===== src/rtl/range_frame_gen.sv =====
// Range-finder frame source: emits one framed burst of ramp or LFSR samples per
// accepted start and publishes the min/max/range of the completed frame.
module range_frame_gen #(
  parameter int unsigned     WIDTH     = 8,
  parameter int unsigned     LEN_WIDTH = 8,
  parameter logic [WIDTH-1:0] LFSR_TAPS = WIDTH'(8'hB8)
) (
  input  logic                 clock,
  input  logic                 reset,
  input  logic                 start,
  input  logic                 mode,
  input  logic [WIDTH-1:0]     base,
  input  logic [WIDTH-1:0]     step,
  input  logic [LEN_WIDTH-1:0] length,
  output logic [WIDTH-1:0]     data_out,
  output logic                 go,
  output logic                 finish,
  output logic                 busy,
  output logic                 done,
  output logic                 cfg_error,
  output logic [WIDTH-1:0]     exp_min,
  output logic [WIDTH-1:0]     exp_max,
  output logic [WIDTH-1:0]     exp_range
);

  typedef enum logic [2:0] {
    IDLE  = 3'd0,
    FIRST = 3'd1,
    BODY  = 3'd2,
    LAST  = 3'd3,
    DONE  = 3'd4
  } state_t;

  localparam logic [LEN_WIDTH-1:0] MIN_LEN = LEN_WIDTH'(2);

  state_t               state;
  logic                 mode_q;
  logic [WIDTH-1:0]     base_q;
  logic [WIDTH-1:0]     step_q;
  logic [LEN_WIDTH-1:0] len_q;
  logic [LEN_WIDTH-1:0] cnt;
  logic [WIDTH-1:0]     sample;
  logic [WIDTH-1:0]     min_q;
  logic [WIDTH-1:0]     max_q;
  logic [WIDTH-1:0]     seed_c;

  // Successor of a sample under the latched generator mode.
  function automatic logic [WIDTH-1:0] next_sample(input logic m,
                                                   input logic [WIDTH-1:0] s,
                                                   input logic [WIDTH-1:0] inc);
    if (m) return (s >> 1) ^ (s[0] ? LFSR_TAPS : '0);
    return s + inc;
  endfunction

  // An all-zero LFSR would lock up, so a zero seed is promoted to 1.
  always_comb begin
    seed_c = base_q;
    if (mode_q && (base_q == '0)) seed_c = WIDTH'(1);
  end

  always_ff @(posedge clock or posedge reset) begin
    if (reset) begin
      state     <= IDLE;
      mode_q    <= 1'b0;
      base_q    <= '0;
      step_q    <= '0;
      len_q     <= '0;
      cnt       <= '0;
      sample    <= '0;
      min_q     <= '0;
      max_q     <= '0;
      data_out  <= '0;
      go        <= 1'b0;
      finish    <= 1'b0;
      busy      <= 1'b0;
      done      <= 1'b0;
      cfg_error <= 1'b0;
      exp_min   <= '0;
      exp_max   <= '0;
      exp_range <= '0;
    end else begin
      go        <= 1'b0;
      finish    <= 1'b0;
      done      <= 1'b0;
      cfg_error <= 1'b0;
      case (state)
        IDLE: begin
          if (start) begin
            if (length >= MIN_LEN) begin
              mode_q <= mode;
              base_q <= base;
              step_q <= step;
              len_q  <= length;
              state  <= FIRST;
            end else begin
              cfg_error <= 1'b1;
            end
          end
        end
        FIRST: begin
          go       <= 1'b1;
          busy     <= 1'b1;
          data_out <= seed_c;
          sample   <= next_sample(mode_q, seed_c, step_q);
          min_q    <= seed_c;
          max_q    <= seed_c;
          cnt      <= LEN_WIDTH'(1);
          state    <= (len_q > MIN_LEN) ? BODY : LAST;
        end
        BODY: begin
          data_out <= sample;
          sample   <= next_sample(mode_q, sample, step_q);
          if (sample < min_q) min_q <= sample;
          if (sample > max_q) max_q <= sample;
          cnt      <= cnt + LEN_WIDTH'(1);
          // cnt is the index of the sample going out now; the next one is the last.
          if (cnt == (len_q - MIN_LEN)) state <= LAST;
        end
        LAST: begin
          finish   <= 1'b1;
          data_out <= sample;
          if (sample < min_q) min_q <= sample;
          if (sample > max_q) max_q <= sample;
          state    <= DONE;
        end
        DONE: begin
          done      <= 1'b1;
          busy      <= 1'b0;
          exp_min   <= min_q;
          exp_max   <= max_q;
          exp_range <= max_q - min_q;
          state     <= IDLE;
        end
        default: state <= IDLE;
      endcase
    end
  end

endmodule


===== config.mk =====
export PLATFORM = sky130hd
export DESIGN_NAME = range_frame_gen
export DESIGN_NICKNAME = d
export VERILOG_FILES = /design/src/rtl/range_frame_gen.sv
export SDC_FILE = /design/constraint.sdc
export NUM_CORES = 1
export LEC_CHECK = 0
export CORE_MARGIN = 4
export CORE_UTILIZATION = 60
export DETAILED_ROUTE_END_ITERATION = 10
export GPL_TIMING_DRIVEN = 0
export PLACE_DENSITY = 0.84
export SLEW_MARGIN = 20
export SYNTH_ARGS = -nofsm -noshare
export SYNTH_HDL_FRONTEND = slang
export SYNTH_SLANG_ARGS = --single-unit

===== constraint.sdc =====
create_clock -name clock -period 6.3 [get_ports clock]
set_input_delay 0.63 -clock clock [delete_from_list [all_inputs] [get_ports clock]]
set_output_delay 0.63 -clock clock [all_outputs]
set_load 0.03 [all_outputs]

### Yosys cells after proc, flatten, opt, wreduce, memory -nomap -nowiden

Cells that the tools add are included.

* add/subtract/negate cells: 5
* magnitude comparators: 4
* eq/ne operators: 10
* muxes and demuxes: 29
* bitwise operators: 2
* reduce and logical (&&, ||, !) cells: 11

Operators by type and width (count)
* $pmux 8 s2: 5
* $mux 8: 9
* $add 8x8->8: 2
* $xor 7x8->8: 2
* $pmux 3 s4: 1
* $mux 1: 10
* $mux 3: 3
* $add 8x1->8 const B: 1
* $eq 8x8->1: 1
* $ge 8x2->1 const B: 1
* $gt 8x2->1 const B: 1
* $gt 8x8->1: 1
* $logic_not 8->1: 1
* $lt 8x8->1: 1
* $sub 8x2->8 const B: 1
* $sub 8x8->8: 1
* $eq 3x2->1 const B: 2
* $ne 2x2->1 const B: 3
* $reduce_and 3->1: 2
* $reduce_bool 2->1: 3
* $ne 2x1->1 const B: 2
* $reduce_and 2->1: 2
* $eq 3x1->1 const B: 1
* $eq 3x3->1 const B: 1
* 4 further kinds: 4

* flip-flop bits (word level): 97
* word-level logic and storage cells: 79
* input port bits: 28
* output and inout port bits: 37

### Depth between registers and ports, before layout

Gate-level depths: netlist of run 1.

* depth in word-level cells: 8
* depth in mapped cells: 12
* mapped depth without buffers: 11

### Worst setup path before layout of run 1

No wires, ideal clock.

* kind: register to register
* start point: register base_q[5]
* end point: register sample[4]
* data required time: 6164 ps
* library setup time: 136 ps
* stages on the path, launching flop included: 13
* slack: 3716 ps
* data arrival time: 2448 ps
* buffers on the path: 1
* path through: dfrtp_1 -> buf_2 -> nor4b_1 -> a31o_2 -> ha_1 -> inv_1 -> fa_1 -> nor2b_1 -> o21a_1 -> nor2_1 -> xnor2_1 -> a221oi_1 -> o21ai_0

* word-level cells in the longest chain between the ends: 8
* elaborated cells between the ends (all ways): 9
* those cells by class: add/sub (1); mux (5); bitwise (1); reduce/logical (2)

Ends and longest elaborated chain
* start: declaration: line 38 `logic [WIDTH-1:0] base_q;`
* start signal: assignment: line 91 `base_q <= base;`
* $logic_not 8->1: line 58 `if (mode_q && (base_q == '0)) seed_c = WIDTH'(1);`
* $logic_and 1x1->1: line 58
* $mux 8 (*): line 58
* branches (longest 3 deep; another with $add 8x8->8)
* $mux 8 (*): line 52 `return s + inc;`
* $pmux 8 s2 (*): line 86 `case (state)`
* end signal: assignment: line 104 `sample <= next_sample(mode_q, seed_c, step_q);`
* end signal: assignment: line 112 `sample <= next_sample(mode_q, sample, step_q);`
* end: declaration: line 42 `logic [WIDTH-1:0] sample;`

Every way passes the cells marked *. The select of a mux whose other input is x is not followed.
A chain may end at the register's enable or synchronous reset.

### Worst setup path after layout of run 1

* start point: register base_q[7]
* end point: register sample[4]

* word-level cells in the longest chain between the ends: 8
* elaborated cells between the ends (all ways): 9
* those cells by class: add/sub (1); mux (5); bitwise (1); reduce/logical (2)

Ends and longest elaborated chain (line)
* $logic_not 8->1 (*): 58
* $logic_and 1x1->1 (*): 58
* $mux 8 (*): 58
* branches (longest 3 deep; another with $add 8x8->8)
* $mux 8 (*): 52
* $pmux 8 s2 (*): 86

Marks and branches as above.

==> results of run 1 <==
==> registers in the layout, indices dropped and copies added, names as in the netlist, 3 cells and up <==
register   flops
max_q          8
len_q          8
data_out       8
exp_range      8
step_q         8
cnt            8
state          3
sample         8
exp_max        8
min_q          8
exp_min        8
base_q         8
==> Yosys cell counts (14+ instances only) <==
cell / number
inv_1: 30
o21ai_0: 61
dfrtp_1: 97
clkbuf_1: 22
nor2_1: 43
mux2i_1: 21
nand2_1: 63
ha_1: 36
xnor2_1: 14
mux2_2: 21
xor2_1: 15
nor3_1: 20
a21oi_1: 22
==> worst register-to-register path, delay by kind of cell (launching register included) <==
family | cells | cell delay [ns]
AND/OR/NAND/NOR | 3 | 0.72
adder cells (fa/ha/maj) | 2 | 0.63
AO/OA/AOI/OAI | 4 | 1.00
XOR/XNOR | 1 | 0.13
flip-flops | 1 | 0.50
buffers and inverters | 1 | 0.06
==> routing by layer <==
layer,vias to the layer above,share of wire [%],wire length [um]
met4,0,3.7,550
met2,212,49,7170
li1,2359,-,-
met1,2423,41,6080
met5,-,0,0
met3,41,6.3,935
==> kinds of logic (layout without fill, tap and decap cells) <==
logic type	count (synthesis)	count (layout)	synth area share [%]
adders and majority gates	39	39	8.82
buffers and inverters	66	147	4.47
AOI/OAI and AO/OA	160	160	18.0
and+or+nand+nor	177	177	14.3
xor gates and xnor gates	29	29	4.39
muxes	43	43	8.10
DFF	97	97	41.9
==> final timing paths <==
check                              to  slack (ns)
hold / removal             exp_min[7]        0.49
setup / recovery            sample[4]        3.13
max in group asynchronous      cnt[1]        5.07
hold reg to reg            exp_min[7]        0.49
min in group asynchronous  exp_max[4]        0.56
setup reg to reg            sample[4]        3.13
==> area by class of cell <==
cell class                 instances  area [um2]
multi-input combinational        448        3100
fill                             718        2520
sequential                        97        2430
timing repair buffer              65         668
tap                              129         161
buffer                            34         139
inverter                          32         125
clock buffer                       9         124
clock inverter                     7        62.6
==> metrics by stage <==
step	setup WS (ns)	util, %	total power [mW]	hold slack, ns	std cells
after CTS	3.21	73.0	4.33	0.492	821
after floorplan	3.14	-	3.12	0.465	611
after global routing	3.00	73.0	4.70	0.508	821
after detailed placement	3.25	71.0	3.92	0.469	805
final	3.13	73.0	4.36	0.488	821
after global placement	1.81	70.7	3.81	0.460	804
==> power by group <==
group	leakage, nW	internal [mW]	total (mW)	switching (mW)
clock network	0.0923	0.151	0.399	0.248
registers	1.20	0.914	1.22	0.305
logic	1.69	1.15	2.74	1.59
==> out/metrics.yaml, run 1 <==
placed_design:
  dpl_cell_area_um2: 6630
  place_congestion: 0.959
  hpwl_um: 11000
  portBuffers: 64
drt:
  drc: 0
  ant_nets: 0
  first_pass_iters: 5
  viasPerCell: 6.13
  wl_um: 14700
  drt_iter0_markers: 313
  avgRoutedWirePerCell_um: 18.0
  via_count: 5035
final_layout:
  num_antenna_cells: 0
  mostFrequentLayoutCell: "dfrtp_1"
  fin_area_um2: 6810
  layout_common_cells: "97 x dfrtp_1, 64 x clkdlybuf4s50_1, 63 x nand2_1"
  syn_to_final_growth_pct: 17.6
  drive_above_1_share_pct: 8.24
  num-nets-final: 754
die:
  io_pins: 65
  die_area_um2: 11300
  die_w_um: 106
  initial_core_util_pct: 62.1
  fp.coreArea_um2: 9330
  fp.dieH_um: 106
  rows: 35
yosys:
  ys_warn_count: 0
  synth-edff-count: 0
  synthesis.nets: 678
  synthTopCellsByArea: "dfrtp_1 42%, ha_1 7.8%, o21ai_0 5.3%"
  ys_seq_area_share_pct: 41.9
  ys_ff_latch: 97
  synth.top_cell.area_share_pct: 41.9
  synth_top_cell_by_area: "dfrtp_1"
  netlist_area_um2: 5790
  avgSynthCellArea_um2: 9.48
  synthArstFlopShare_pct: 100
  synthFlopType: "dfrtp_1"
  syn_inst: 611
  synth_cell_types: 60
clock_tree:
  post_cts.repair.setup_buffers: 0
  clk_pin_slew_ns: 0.10
  htree_levels: 3
  cts_buffers: 9
  clkSinkCount: 97
  root_buffer: "clkbuf_8"
  cts_tree: "done"
  cts_resized: 0
  clk_latency_ns: 0.38
  cts.path.max_buffers: 2
  cts.hold.buffers_added: 0
setup_path:
  crit_path_start: "base_q[7]"
  rr_startpoint: "base_q[7]"
  crit_buf_inv: 1
  crit_fanout: 6
  critical_path_required_ns: 6.55
  path_class: "register to register"
  crit_chain: "nor4b_1, a31o_2, ha_1, inv_1, fa_1, nor2b_1, o21a_1, nor2_1, xnor2_1, a221oi_1, o21ai_0"
  path_depth: 11
  worstRegToRegCells: 11
  cp_slowest_cell: "dfrtp_1"
  crit_arrival_ns: 3.42
  end_kind: "register"
  start_kind: "register"
  cpLargestDelayFamily: "compound AO/OA/AOI/OAI gates"
  slowest_delay_ns: 0.50
timing:
  rsz0062_at_grt: "false"
  slew_headroom_pct: 32.8
  fmax_ghz: 0.316
  slew_violations: 0
  finClkSkew_ns: 0.0144
  period_share_pct: 50.3
  final-setup-viol-count: 0
  hold_viol_final: 0
  period_minus_slack_ns: 3.17
  fin_setup_tns_ns: 0
  worstMarginPinSlew_ns: 1.01
global_routing:
  overflow: 0
  grt_pass1_vias: 4976
  antenna_found_initial: 0
  use_met1_pct: 34.2
  grt_use_total_pct: 27.1
  grt-busiest-layer: "met2"
  grt_pass1_wl_um: 24300
  grtUsageMet2_pct: 45.7
  met3_usage_pct: 3.76
  grt_max_degree: 73
power:
  power_leakage_nw: 2.98
  vdd.ir_drop.worst_mv: 0.382
  p_per_area_nw_per_um2: 640
status:
  status: "complete, no violations"
worst_hold_path:
  hold_start: "exp_min[7]"
  hold_class: "register to register"
  holdPathStages: 2
job:
  drv_cap: 0
No activity file was read; power rests on OpenSTA's default activity.
==> run 2, diff against run 1 <==
--- a/config.mk
+++ b/config.mk
@@ -6,10 +6,10 @@
 export NUM_CORES = 1
 export LEC_CHECK = 0
 export CORE_MARGIN = 4
-export CORE_UTILIZATION = 60
+export CORE_UTILIZATION = 57
 export DETAILED_ROUTE_END_ITERATION = 10
 export GPL_TIMING_DRIVEN = 0
-export PLACE_DENSITY = 0.84
+export PLACE_DENSITY = 0.81
 export SLEW_MARGIN = 20
 export SYNTH_ARGS = -nofsm -noshare
 export SYNTH_HDL_FRONTEND = slang
==> constraint.sdc (replaced) <==
create_clock -name clock -period 3.1 [get_ports clock]
set_input_delay 0.31 -clock clock [delete_from_list [all_inputs] [get_ports clock]]
set_output_delay 0.31 -clock clock [all_outputs]
set_load 0.03 [all_outputs]
==> out/metrics.yaml, run 2 (same netlist as run 1, synthesis figures left out) <==
status:
  status: "complete, no violations"
power:
  power_leakage_nw: 3.02  # +1.3%
  p_per_area_nw_per_um2: 1320  # +110%
  vdd.ir_drop.worst_mv: 0.650  # +70%
  power_mw: 9.11  # +110%
clock_tree:
  cts.path.max_buffers: 2  # unchanged
  htree_levels: 3  # unchanged
  clk_pin_slew_ns: 0.09  # about the same
  clk_latency_ns: 0.38  # about the same
  root_buffer: "clkbuf_8"
  cts_buffers: 9  # unchanged
  cts_tree: "done"
  cts.hold.buffers_added: 0  # unchanged
  clkSinkCount: 97  # unchanged
timing:
  slew_violations: 0  # unchanged
  fin_setup_tns_ns: 0  # unchanged
  setup_slack_ns: 0.127  # -3.01 ns
  final-setup-viol-count: 0  # unchanged
  slew_headroom_pct: 32.5  # -0.34 points
  hold_viol_final: 0  # unchanged
  fmax_ghz: 0.336  # +6.5%
  period_minus_slack_ns: 2.97  # -0.192 ns
  worstMarginPinSlew_ns: 1.01  # +0.00502 ns
  finClkSkew_ns: 0.0185  # +0.00412 ns
  period_share_pct: 95.9  # +46 points
die:
  fp.coreArea_um2: 9820  # +5.3%
  die_area_um2: 11800  # +4.9%
  initial_core_util_pct: 59.0  # -3.1 points
  die_w_um: 109  # +2.4%
  rows: 36  # +2.9%
  fp.dieH_um: 109  # +2.4%
  io_pins: 65  # unchanged
setup_path:
  slowest_delay_ns: 0.50  # about the same
  critical_path_required_ns: 3.33  # -3.22 ns
  path_class: "register to register"
  crit_arrival_ns: 3.21  # -0.21 ns
  crit_chain: "nor4b_2, a31o_2, ha_1, inv_1, fa_1, nor2b_1, o21a_1, nor2_1, xnor2_1, a221oi_1, o21ai_0"
  end_kind: "register"
  start_kind: "register"
  cp_slowest_cell: "dfrtp_1"
  crit_fanout: 6  # unchanged
drt:
  drt_iter0_markers: 393  # +26%
  viasPerCell: 6.13  # about the same
  drc: 0  # unchanged
  wl_um: 15100  # +2.6%
  avgRoutedWirePerCell_um: 18.3  # +1.9%
  first_pass_iters: 6  # +1
  ant_nets: 0  # unchanged
  via_count: 5063  # +0.56%
final_layout:
  num-fill-cells: 823  # +15%
  mostFrequentLayoutCell: "dfrtp_1"
  fin_util_pct: 70.2  # -2.8 points
  num-nets-final: 756  # +0.27%
  layout_common_cells: "97 x dfrtp_1, 64 x clkdlybuf4s50_1, 63 x nand2_1"
  num_antenna_cells: 0  # unchanged
  syn_to_final_growth_pct: 19.0
  drive_above_1_share_pct: 8.66  # +0.42 points
  fin_cells: 826  # +0.61%
global_routing:
  grt_max_degree: 55  # -25%
  antenna_found_initial: 0  # unchanged
  grt_pass1_wl_um: 25000  # +2.6%
  overflow: 0  # unchanged
  grt_pass1_vias: 5095  # +2.4%
  grt_use_total_pct: 27.0  # -0.18 points
job:
  drv_cap: 0  # unchanged
placed_design:
  portBuffers: 64  # unchanged
  hpwl_um: 11500  # +4.5%
  place_inst: 809  # +0.50%
  place_congestion: 0.914  # -4.6%
  dp_slack_ns: 0.0528  # -3.20 ns
worst_hold_path:
  hold_class: "primary input to async pin"
[run 2: path summary, 6_finish.rpt]
path                                   end  depth (start not counted)  slack, ns       start
worst max-delay path             sample[4]                         11       0.13   base_q[7]
worst min-delay path                  done                          2       0.31       reset
worst max register to register   sample[4]                         11       0.13   base_q[7]
worst min register to register  exp_min[6]                          2       0.49  exp_min[6]
max in group asynchronous           cnt[1]                          3       2.18       reset
min in group clock              exp_min[6]                          2       0.49  exp_min[6]
[run 2: where the power goes]
group          total [mW]  internal, mW  switching (mW)
logic                5.62          2.36            3.26
clock network       0.994         0.536           0.458
registers            2.49          1.86           0.634
total                9.11          4.76            4.35
[run 2: per-layer routing]
metal	wire length (um)	GRT usage [%]
met4	480	12.4
met2	7700	46.6
met5	0	0
met1	5920	32.6
met3	1030	5.09
[run 2: area by class of cell]
type | instances | area (um2) | share of cell area (%)
Buffer | 34 | 139 | 2.01
Clock buffer | 9 | 124 | 1.80
Clock inverter | 6 | 113 | 1.63
Inverter | 32 | 125 | 1.82
Multi-Input combinational cell | 448 | 3120 | 45.2
Sequential cell | 97 | 2430 | 35.2
Tap cell | 133 | 166 | 2.41
Timing Repair Buffer | 67 | 683 | 9.91
[run 2: timing repair]
action	in CTS	in global routing
resized for setup	0	2
endpoints found under the hold margin	0	0
endpoints found under the setup margin	0	1
buffers inserted	0	2
[run 2: critical path: cells and delay by family (launching register included)]
kind,cells,cell delay [ns]
AOI/OAI and AO/OA,4,0.90
and+or+nand+nor,3,0.63
adders and majority gates,2,0.61
DFF,1,0.50
xor gates and xnor gates,1,0.14
buffers and inverters,1,0.06
[run 2: per-stage QoR]
stage               instance area, um2  hold WS (ns)
global route                      6890         0.363
detailed placement                6630         0.473
floorplan                         5790         0.427
global placement                  6600         0.461
finish                            6890         0.308
CTS                               6870         0.320
==> RTL change: new RTL, flow settings as in run 2 <==
The parameter `LEN_WIDTH` goes from 8 to 16.
--- a/src/rtl/range_frame_gen.sv
+++ b/src/rtl/range_frame_gen.sv
@@ -3,5 +3,5 @@
 module range_frame_gen #(
   parameter int unsigned     WIDTH     = 8,
-  parameter int unsigned     LEN_WIDTH = 8,
+  parameter int unsigned     LEN_WIDTH = 16,
   parameter logic [WIDTH-1:0] LFSR_TAPS = WIDTH'(8'hB8)
 ) (
Interface: changed (resized length); port bits go from 65 to 73. No check against the original RTL was run, so the function may have changed too.
==> RTL change against run 2 <==
Routed wire length grew 21%. Critical path depth grew 2. Power is 15% higher. Fmax decreased by 3.1%. Sequential cell count is 16 higher. Area after synthesis up 16%. Design area grew 21%. Count of clock-buffer cells in the layout up 16. Setup slack got worse by 0.096 ns.
==> RTL change: results (changes against run 2) <==
{| class="wikitable"
! Metric !! Value
|-
| Result of the run || complete, no violations
|-
| Via count || 5936 (+17%)
|-
| Cells on worst reg2reg path || 13 (+2)
|-
| # nets final || 876 (+16%)
|-
| Count of buffers inserted at the top-level ports || 72 (+13%)
|-
| GPL Wtd Cong || 0.898 (-1.8%)
|-
| FILL cells || 832 (+1.1%)
|-
| CTS HTree Levels || 4 (+1)
|-
| Wire length of the first global-routing pass || 30100 µm (+20%)
|-
| Worst-case clock skew || 0.00475 ns (-0.0138 ns)
|-
| Num CTS Buffers || 17 (+8)
|-
| Met2 usage in global routing || 49.5% (+2.9 points)
|-
| Critical-path top delay cell || or4_4
|-
| Vias in the first global route || 6043 (+19%)
|-
| Insertion delay to the later sink of the worst-skew pair || 0.42 ns (+0.04 ns)
|-
| Root buffer cell || clkbuf_16
|-
| Proportion of layout cells with a drive suffix above 1 || 11.1% (+2.4 points)
|-
| Proportion of synthesized chip area in sequential cells || 42.2% (+0.31 points)
|-
| Clock slew at the register clock pins of the worst setup and hold paths || 0.05 ns (-0.04 ns)
|-
| GRT Total Usage || 28.9% (+1.9 points)
|-
| Met3 usage in global routing || 6.48% (+1.4 points)
|-
| Worst setup slack after placement || -0.509 ns (-0.561 ns)
|-
| Final Routed Wirelength || 18300 µm (+21%)
|-
| Data arrival time at the worst-slack endpoint || 3.37 ns (+0.16 ns)
|-
| Delay of the slowest cell on the worst path || 0.56 ns (+0.06 ns)
|-
| Maximum vdd drop || 760 µV (+17%)
|-
| Violation count after the first detailed-route iteration || 521 (+33%)
|-
| Syn nets || 774 (+14%)
|-
| Leading post-synthesis cells by instance count || 113 x dfrtp_1, 73 x nand2_1, 47 x o21ai_0
|-
| Standby leakage power || 3.71 nW (+23%)
|-
| Largest net degree at the start of global routing || 36 (-35%)
|-
| Met1 track demand over resource || 35.1% (+2.5 points)
|-
| Library cells used by synthesis || 58 (-3.3%)
|-
| Critical-path maximum fanout || 2 (-4)
|-
| Worst-Margin Slew || 0.787 ns (-0.224 ns)
|-
| DP HPWL || 13200 µm (+15%)
|}
==> RTL change: final timing paths <==
kind | startpoint | endpoint | slack, ns
worst max-delay path | base_q[3] | sample[6] | 0.03
worst min-delay path | reset | sample[6] | 0.31
worst max register to register | base_q[3] | sample[6] | 0.03
worst min register to register | exp_range[1] | exp_range[1] | 0.48
max in group asynchronous | reset | min_q[4] | 1.99
min in group clock | exp_range[1] | exp_range[1] | 0.48
==> RTL change: cell type report <==
cell class	instances	area, µm²	area share [%]
Multi-Input combinational cell	509	3640	43.6
Sequential cell	113	2830	33.9
Buffer	38	143	1.71
Tap cell	143	179	2.14
Clock buffer	25	485	5.82
Timing Repair Buffer	83	841	10.1
Inverter	37	143	1.71
Clock inverter	6	80.1	0.960
==> RTL change: critical path, delay by kind of cell (launching register included) <==
kind            cells  cell delay [ns]
simple gates        3             0.95
mux                 1             0.22
compound gates      5             0.72
buf+inv             2             0.15
flops               1             0.42
fa+ha+maj           2             0.49
==> RTL change: layer usage <==
| metal | part of all wire [%] | vias to the layer above |
|---|---|---|
| met5 | 0 | - |
| met4 | 2.8 | 0 |
| met3 | 7.2 | 53 |
| met2 | 50 | 257 |
| met1 | 40 | 2910 |
| li1 | - | 2716 |
==> RTL change: cell families (layout without fill, tap and decap cells) <==
group | count (synthesis) | after routing | share of synthesized area (%)
muxes | 68 | 68 | 11.0
DFF | 113 | 113 | 42.2
and+or+nand+nor | 218 | 218 | 15.8
adders and majority gates | 41 | 41 | 8.00
AOI/OAI and AO/OA | 152 | 152 | 14.8
xor gates and xnor gates | 30 | 30 | 3.92
buffers and inverters | 75 | 189 | 4.20
==> RTL change: power by group <==
part	switching, W	internal [W]	leakage (nW)
clock	0.000667	0.00124	0.281
combinational	0.00321	0.00250	2.05
sequential	0.000747	0.00212	1.38
total	0.00463	0.00585	3.71
==> RTL change: what timing repair did <==
item	in CTS	in global routing
setup endpoints to repair	5	4
gates resized for setup	13	3
buffers inserted	6	2
pin swaps	2	3
endpoints found under the hold margin	0	0
==> RTL change: metrics by stage <==
| step | total power, W | instances | hold slack, ns | instance area [µm²] | TNS, ns |
|---|---|---|---|---|---|
| floorplan | 0.00662 | 697 | 0.461 | 6700 | 0 |
| global placement | 0.00797 | 912 | 0.463 | 7600 | -1.22 |
| detailed placement | 0.00825 | 915 | 0.472 | 7660 | -1.21 |
| CTS | 0.0104 | 952 | 0.317 | 8310 | 0 |
| global route | 0.0112 | 954 | 0.378 | 8340 | -0.0158 |
| finish | 0.0105 | 954 | 0.312 | 8340 | 0 |
